**src/rtl/pipe_ctrl.sv**
```systemverilog
// pipe_ctrl: pipeline sequencing controller for the five-stage core.
// It arbitrates stall requests from ID and EX. It counts how many cycles a
// multi-cycle EX op still occupies the stage. It also sequences exception
// flushes: the pipe is frozen for one cycle, then flushed for one cycle.
// Outputs:
//   stall    - per-stage hold vector, contiguous from bit0 (PC).
//   flush    - clear every pipeline register to NOP.
//   new_pc   - redirect target to load while flush is high.
//   mc_busy  - a multi-cycle op is in progress.
//   mc_last  - final EX cycle of a multi-cycle op; the EX result is valid.
//   mc_abort - one-cycle pulse when a running op is killed by an exception.
module pipe_ctrl #(
  parameter int MC_CNT_W = 6
) (
  input  logic                clk,
  input  logic                rst,
  input  logic                stallreq_from_id,
  input  logic                ex_mc_start,
  input  logic [MC_CNT_W-1:0] ex_mc_cycles,
  input  logic                excp_valid,
  input  logic [31:0]         excp_handler,
  output logic [5:0]          stall,
  output logic                flush,
  output logic [31:0]         new_pc,
  output logic                mc_busy,
  output logic                mc_last,
  output logic                mc_abort
);

  // Stall vectors; bit0 is PC and the hold always extends upward from it.
  localparam logic [5:0] STALL_NONE = 6'b000000;
  localparam logic [5:0] STALL_ID   = 6'b000111;
  localparam logic [5:0] STALL_EX   = 6'b001111;
  localparam logic [5:0] STALL_ALL  = 6'b111111;

  localparam logic [MC_CNT_W-1:0] CNT_ZERO = '0;
  localparam logic [MC_CNT_W-1:0] CNT_ONE  = {{(MC_CNT_W-1){1'b0}}, 1'b1};

  typedef enum logic [1:0] {
    IDLE    = 2'd0,
    MC_BUSY = 2'd1,
    FLUSH   = 2'd2
  } state_t;

  state_t              state, state_nx;
  logic [MC_CNT_W-1:0] cnt, cnt_nx;
  logic [31:0]         new_pc_nx;
  logic                mc_abort_nx;

  // State, remaining-occupancy counter, redirect target and abort pulse.
  // Reset is asynchronous so the outputs drop without waiting for a clock.
  always_ff @(posedge clk or negedge rst) begin
    if (!rst) begin
      state    <= IDLE;
      cnt      <= CNT_ZERO;
      new_pc   <= 32'h0;
      mc_abort <= 1'b0;
    end else begin
      state    <= state_nx;
      cnt      <= cnt_nx;
      new_pc   <= new_pc_nx;
      mc_abort <= mc_abort_nx;
    end
  end

  // Next-state logic and the zero-latency stall/flush/mc_last outputs.
  // Priority, highest first: FLUSH, then exception, then a multi-cycle op,
  // then the ID load-use request.
  // In MC_BUSY, cnt holds the occupancy cycles left after the current one
  // plus one, so cnt==1 marks the final EX cycle.
  always_comb begin
    state_nx    = state;
    cnt_nx      = cnt;
    new_pc_nx   = new_pc;
    mc_abort_nx = 1'b0;
    stall       = STALL_NONE;
    flush       = 1'b0;
    mc_last     = 1'b0;

    unique case (state)
      FLUSH: begin
        // MEM is being cleared, so a late exception or start is dropped.
        flush    = 1'b1;
        cnt_nx   = CNT_ZERO;
        state_nx = IDLE;
      end

      MC_BUSY: begin
        if (excp_valid) begin
          // Freeze everything for one cycle and kill the running op.
          stall       = STALL_ALL;
          cnt_nx      = CNT_ZERO;
          new_pc_nx   = excp_handler;
          mc_abort_nx = 1'b1;
          state_nx    = FLUSH;
        end else begin
          // A new ex_mc_start is ignored here; the count is never reloaded.
          // A concurrent ID request is covered by the wider EX stall.
          stall  = STALL_EX;
          cnt_nx = cnt - CNT_ONE;
          if (cnt == CNT_ONE) begin
            mc_last  = 1'b1;
            state_nx = IDLE;
          end
        end
      end

      default: begin // IDLE
        if (excp_valid) begin
          // The exception wins over a same-cycle start.
          // No op was running, so there is no abort pulse.
          stall     = STALL_ALL;
          new_pc_nx = excp_handler;
          state_nx  = FLUSH;
        end else if (ex_mc_start && (ex_mc_cycles != CNT_ZERO)) begin
          // The start cycle is occupancy cycle 1.
          // A one-cycle op therefore completes here.
          stall = STALL_EX;
          if (ex_mc_cycles == CNT_ONE) begin
            mc_last = 1'b1;
          end else begin
            cnt_nx   = ex_mc_cycles - CNT_ONE;
            state_nx = MC_BUSY;
          end
        end else if (stallreq_from_id) begin
          stall = STALL_ID;
        end
      end
    endcase
  end

  // mc_busy is taken directly from the state register.
  assign mc_busy = (state == MC_BUSY);

endmodule

```
**config.mk**
```make
export PLATFORM = sky130hd
export DESIGN_NAME = pipe_ctrl
export DESIGN_NICKNAME = d
export VERILOG_FILES = /design/src/rtl/pipe_ctrl.sv
export SDC_FILE = /design/constraint.sdc
export NUM_CORES = 1
export LEC_CHECK = 0
export CAP_MARGIN = 10
export CORE_AREA = 5 5 94 61
export DETAILED_ROUTE_END_ITERATION = 10
export DIE_AREA = 0 0 99 66
export GPL_TIMING_DRIVEN = 0
export PLACE_DENSITY = 0.79
export SLEW_MARGIN = 10
export SYNTH_ARGS = -nofsm -noshare
export SYNTH_HDL_FRONTEND = slang
export SYNTH_SLANG_ARGS = --single-unit
```
**constraint.sdc**
```tcl
create_clock -name clk -period 2.05 [get_ports clk]
set_input_delay 0.205 -clock clk [delete_from_list [all_inputs] [get_ports clk]]
set_output_delay 0.205 -clock clk [all_outputs]
set_load 0.05 [all_outputs]
```
After elaboration in Yosys (flattened, before gate mapping)
Index checks and enable logic that the tools add are counted.
{"block": "word_totals", "reg_bits": 41, "inputBits": 43, "wordCells": 47, "output_inout_bits": 42}
{"block": "classes", "muxes": 25, "eq_ne": 8, "n_reduce_logical": 7, "n_bitwise": 1, "addsub": 2}
{"op": "two-way mux 6 bit", "n": 6}
{"op": "one-hot mux 6 bit (2 select lines)", "n": 2}
{"op": "== test 6 x 1 -> 1 bit, second input constant", "n": 2}
{"op": "subtractor 6 x 1 -> 6 bit, second input constant", "n": 2}
{"op": "two-way mux 2 bit", "n": 5}
{"op": "two-way mux 1 bit", "n": 8}
{"op": "!= test 3 x 2 -> 1 bit, second input constant", "n": 2}
{"op": "AND reduction 3 bit", "n": 2}
{"op": "nonzero test 6 bit", "n": 1}
{"op": "two-way mux 4 bit", "n": 1}
{"op": "!= test 4 x 3 -> 1 bit, second input constant", "n": 1}
{"op": "one-hot mux 2 bit (2 select lines)", "n": 1}
{"op": "nonzero test 4 bit", "n": 1}
{"op": "two-way mux 3 bit", "n": 1}
{"op": "!= test 3 x 1 -> 1 bit, second input constant", "n": 1}
{"op": "nonzero test 3 bit", "n": 1}
{"op": "== test 2 x 1 -> 1 bit, second input constant", "n": 1}
{"op": "== test 2 bit, second input constant", "n": 1}
{"op": "one-hot mux 1 bit (2 select lines)", "n": 1}
{"op": "AND reduction 2 bit", "n": 1}
{"op": "logical AND 1 bit", "n": 1}
{"op": "inverter 1 bit", "n": 1}

Depth between registers and ports, before layout
{"block": "depth", "depth_word": 5, "depth_mapped": 8, "depth_no_buf": 7}

Worst setup path before layout
No wires, ideal clock.
{"block": "synth_timing", "path_kind": "register to output", "startpoint": "reg state[1]", "endpoint": "out stall[1]", "path_slack_ps": -530, "path_buffers": 1, "path_stages_with_launch": 6, "arrival_ps": 2375, "t_required_ps": 1845, "path_cell_list": "dfrtp_1 > inv_1 > ha_1 > nor2_1 > a21oi_1 > buf_4"}
{"block": "synth_via", "elab_chain_len": 2, "elab_cells_between_ends": 3, "cone_classes": "2 x eq/ne; 1 x mux"}
{"item": "start, declared", "line_no": "45", "source": "state_t state, state_nx;"}
{"item": "start signal, assigned", "line_no": "59", "source": "state <= state_nx;"}
{"item": "== test 2 x 1 -> 1 bit"}
{"item": "via mc_busy", "line_no": "25", "source": "output logic mc_busy,"}
{"item": "one-hot mux 6 bit (2 select lines)", "line_no": "80", "source": "unique case (state)"}
{"item": "end, declared", "line_no": "22", "source": "output logic [5:0] stall,"}
The timed path passes the listed nets, and every way through them passes these cells.

Worst setup path after layout
{"block": "layout_timing", "startpoint": "reg state[0]", "endpoint": "out stall[1]"}
{"block": "layout_via", "elab_chain_len": 2, "elab_cells_between_ends": 3, "cone_classes": "2 x eq/ne; 1 x mux"}
{"item": "== test 2 x 1 -> 1 bit or == test 2 bit (tied branches)", "line_no": "80"}
{"item": "one-hot mux 6 bit (2 select lines) *", "line_no": "80"}
Mark *: on every way between the ends. The rest lies on a longest branch, timed or not.

==> results.md <==
* Outcome: finished clean
* Die Width at about 99 um
* Arithmetic-cell share of the synthesized area counting full adders, half adders and majority gates at 3.86%
* Proportion of synthesized chip area in sequential cells at 52.7%
* Maximum Capacitance Violations at 0
* Max frequency at around 0.5 GHz
* DRC violations left at 0
* Yosys warnings at 0
* Floorplan Core Area at 4830 um2
* RePlAce Congestion at between 0.8 and 0.9
* FP Rows at 20
* Overall die area at between 6000 and 7000 um2
* NumNets Final at 304
* Clock period minus final worst setup slack at 1.99 ns
* CP endpoint kind: output port
* Cell internal power dissipation at approximately 2900 uW
* H-tree depth reported by CTS at 2
* Area fraction in compound gates after synthesis at 10.0%
* Max clock buf depth at 2
* Launching element type of the critical path: flip-flop
* Proportion of synthesized flip-flops having asynchronous set or reset at 100%
* Effective utilization at floorplan at 40.3%
* Via count of the first global-routing pass at 1558
* Layout-stage area growth over the synthesis result at 59.5%
* Average wire per cell in the routed design at 15.6 um
* Worst path cell trace: inv_2 -> ha_4 -> inv_4 -> nor2_4 -> a21boi_4 -> a21oi_4 -> buf_4 -> buf_6
* Setup repair after global routing missed its margin: yes
* Yosys top cell area share at 52.7%
* Placed wire-length estimate at 3680 um
* Synthesized cell area at 1950 um2
* Initial detailed-routing violation count at 65
* Height of the die at 66 um
* Critical setup path kind: reg -> out
* Post-synthesis mux area share at about a fifth
* Pleak at around 0.0013 uW
* Worst-case clock skew at approximately 0.014 ns
* Register-to-Register Setup Slack at 0.36 ns
* IO Pins at 85
* EDFF count, synth at 0
* Netlist cell types at 36
* Max-slew violation count at 0
* Maximum fanout along the worst path at 4
* Peak supply drop at 0.841 mV
* Cell taking the most area after synthesis: dfrtp_1
* Length in cells of the worst reg-to-reg path at 5
* Vias after detailed routing at ~1.6k
* Switching power as a share of total power at 50.0%
* Avg Inst Size Synth at 12.4 um2
* Fraction of layout instances using a drive strength above 1 at 21.6%
* Critical R2R Capture: new_pc[12]
* CP Data Arrival Time at ~1.8 ns
* Critical R2R Launch: state[0]
* Primary flip-flop cell chosen by synthesis mapping: dfrtp_1
* Global-route total usage across every layer at between 10% and 20%
* Count of nets left with antenna violations after detail routing at 0
* Final setup violation count at 0
* Antenna fix cells at 0
* Num Clock Sinks at 41
* Count of mapped cells out of synthesis at 157
* Antenna violations before repair at 0
* Wire length of the first global-routing pass at 7900 um
* Cell type of the slowest stage on the worst timing path: dfrtp_1
* Synthesized-area fraction occupied by and/or/nand/nor cells at just over 7%
* Input/output buffers at 84
* Sequential cell fraction of total power at 24.7%
* Synth Area in XOR/XNOR at between 1.5 and 2%
* CP Data Required Time at around 1.9 ns
* Clock slew at the register clock pins of the worst setup and hold paths at 0.08 ns
* Worst Tran Pin Value at 0.525 ns
* TritonCTS clock tree: built
* Final hold vios at 0
* TritonCTS buffer count at 5
* Non-Filler Cell Area, Final at 3100 um2
* First-pass iteration count of the detailed router at 4
* Net count after synthesis at between 200 and 250
* CTS root buf: clkbuf_8
* Detail-routed via count per cell at 4.86
* Main area contributors after synthesis: dfrtp_1 (53%), mux2_1 (16%), ha_1 (3.9%)
* Total wire length after detailed routing at 5000 um
* Share of power burned in the clock network at 8.8%
* Min-Delay Path Class: in -> async
* Largest net degree at the start of global routing at 23
* Main combinational cell family by area after synthesis: multiplexers
* Grt ovf at 0
* Instance area after placement at just under 3000 um2
* Switching power total at 2850 uW
* Total power draw at approximately 5700 uW
* Clock network latency to the later pin of the worst-skew pair at 0.29 ns
* Synth Register Bits at 41
* Maximum cell stage delay along the critical path at 0.39 ns
* Final clock period utilization by the worst path at 97.3%
* Areal power density over the cells at 1840 nW/um2
* Slew HR at 64.9%
* Comb pwr share at 66.6%
power groups by stage:
| stage | clock network [uW] | registers (uW) | logic [uW] |
|---|---|---|---|
| 2_1_floorplan | 0 | 2510 | 1330 |
| 3_3_place_gp | 0 | 1390 | 3560 |
| 3_5_place_dp | 0 | 1410 | 3600 |
| 4_1_cts | 515 | 1400 | 3640 |
| 5_1_grt | 553 | 1450 | 3990 |
| 6_report | 500 | 1410 | 3800 |
worst max path at each step:
stage,endpoint,from,depth (start not counted)
6_report,stall[1],state[0],8
5_1_grt,stall[1],state[0],8
4_1_cts,stall[2],state[0],8
3_5_place_dp,stall[2],ex_mc_cycles[2],7
3_3_place_gp,stall[1],state[0],9
2_1_floorplan,stall[3],state[0],7
kinds of logic (layout without fill, tap and decap cells):
family,after synthesis,count (layout)
buffers and inverters,18,116
AND/OR/NAND/NOR,29,29
flip-flops,41,41
adder cells (fa/ha/maj),6,6
AO/OA/AOI/OAI,26,26
multiplexers,33,33
XOR/XNOR,4,4
critical path: cells and delay by family (launching register included):
family	cells	cell delay, ns
simple gates	1	0.11
flops	1	0.39
compound gates	2	0.31
fa+ha+maj	1	0.30
buf+inv	4	0.38
timing repair:
action,4_1_cts,5_1_grt
gates cloned,0,0
endpoints found under the hold margin,19,0
resized for setup,43,17
setup endpoints to repair,8,7
pin swaps,1,4
setup buffers,2,4
hold buffers,1,0
layout make-up:
| type | instances | area [um2] |
|---|---|---|
| Multi-Input combinational cell | 98 | 902 |
| Inverter | 9 | 36.3 |
| Timing Repair Buffer | 92 | 906 |
| Tap cell | 66 | 82.6 |
| Clock buffer | 6 | 72.6 |
| Fill cell | 395 | 1730 |
| Sequential cell | 41 | 1030 |
| Clock inverter | 1 | 8.76 |
| Buffer | 8 | 68.8 |
sequential cells by signal, indices dropped and copies added (netlist names):
| name | flops |
|---|---|
| cnt | 6 |
| state | 2 |
| new_pc | 32 |
| mc_abort | 1 |
routing by layer:
metal | global-route usage (%) | vias to the layer above | wire length (um)
met5 | 0 | - | 0
met4 | 2.56 | 0 | 8
met3 | 5.48 | 2 | 385
met2 | 23.8 | 57 | 2320
met1 | 21.2 | 754 | 2290
li1 | - | 746 | -
Yosys cell counts, types with 2 or more instances:
master	number
o22ai_1	3
dfrtp_1	41
nor2_1	13
buf_2	3
nor3_1	4
a32oi_1	2
nor4_1	2
ha_1	6
o21ai_1	5
mux2_2	5
mux2_1	27
buf_4	4
nand2_1	3
o21ai_2	3
a21oi_1	3
xor2_1	3
inv_1	8
a22oi_1	4
cells in the final DEF (no fill, tap or decap), types with 2 or more instances in the layout:
master	synthesis	final
mux2_2	5	5
buf_6	0	2
clkbuf_8	0	5
a21oi_1	3	2
nor2_1	13	11
xor2_1	3	3
nor2_4	0	2
a22oi_1	4	4
o22ai_1	3	2
inv_2	1	2
buf_4	4	9
dfrtp_1	41	41
a32oi_1	2	2
ha_1	6	4
o21ai_1	5	5
inv_1	8	6
dlymetal6s2s_1	0	2
mux2_1	27	27
o21ai_2	3	3
nor3_1	4	4
clkdlybuf4s50_1	0	73
nand2_1	3	3
buf_2	3	8
stage by stage:
stage	setup TNS (ns)	hold slack [ns]	setup slack [ns]	cells	util [%]
after floorplan	0	-0.0906	0.0511	157	-
after global routing	-0.0802	0.477	-0.0447	321	64.2
after detailed placement	-3.77	0.199	-0.679	308	60.3
after global placement	-15.05	0.467	-0.645	307	59.8
final	0	0.430	0.0551	321	64.2
after CTS	0	0.437	0.00388	317	63.0
No activity file was read; power rests on OpenSTA's default activity.
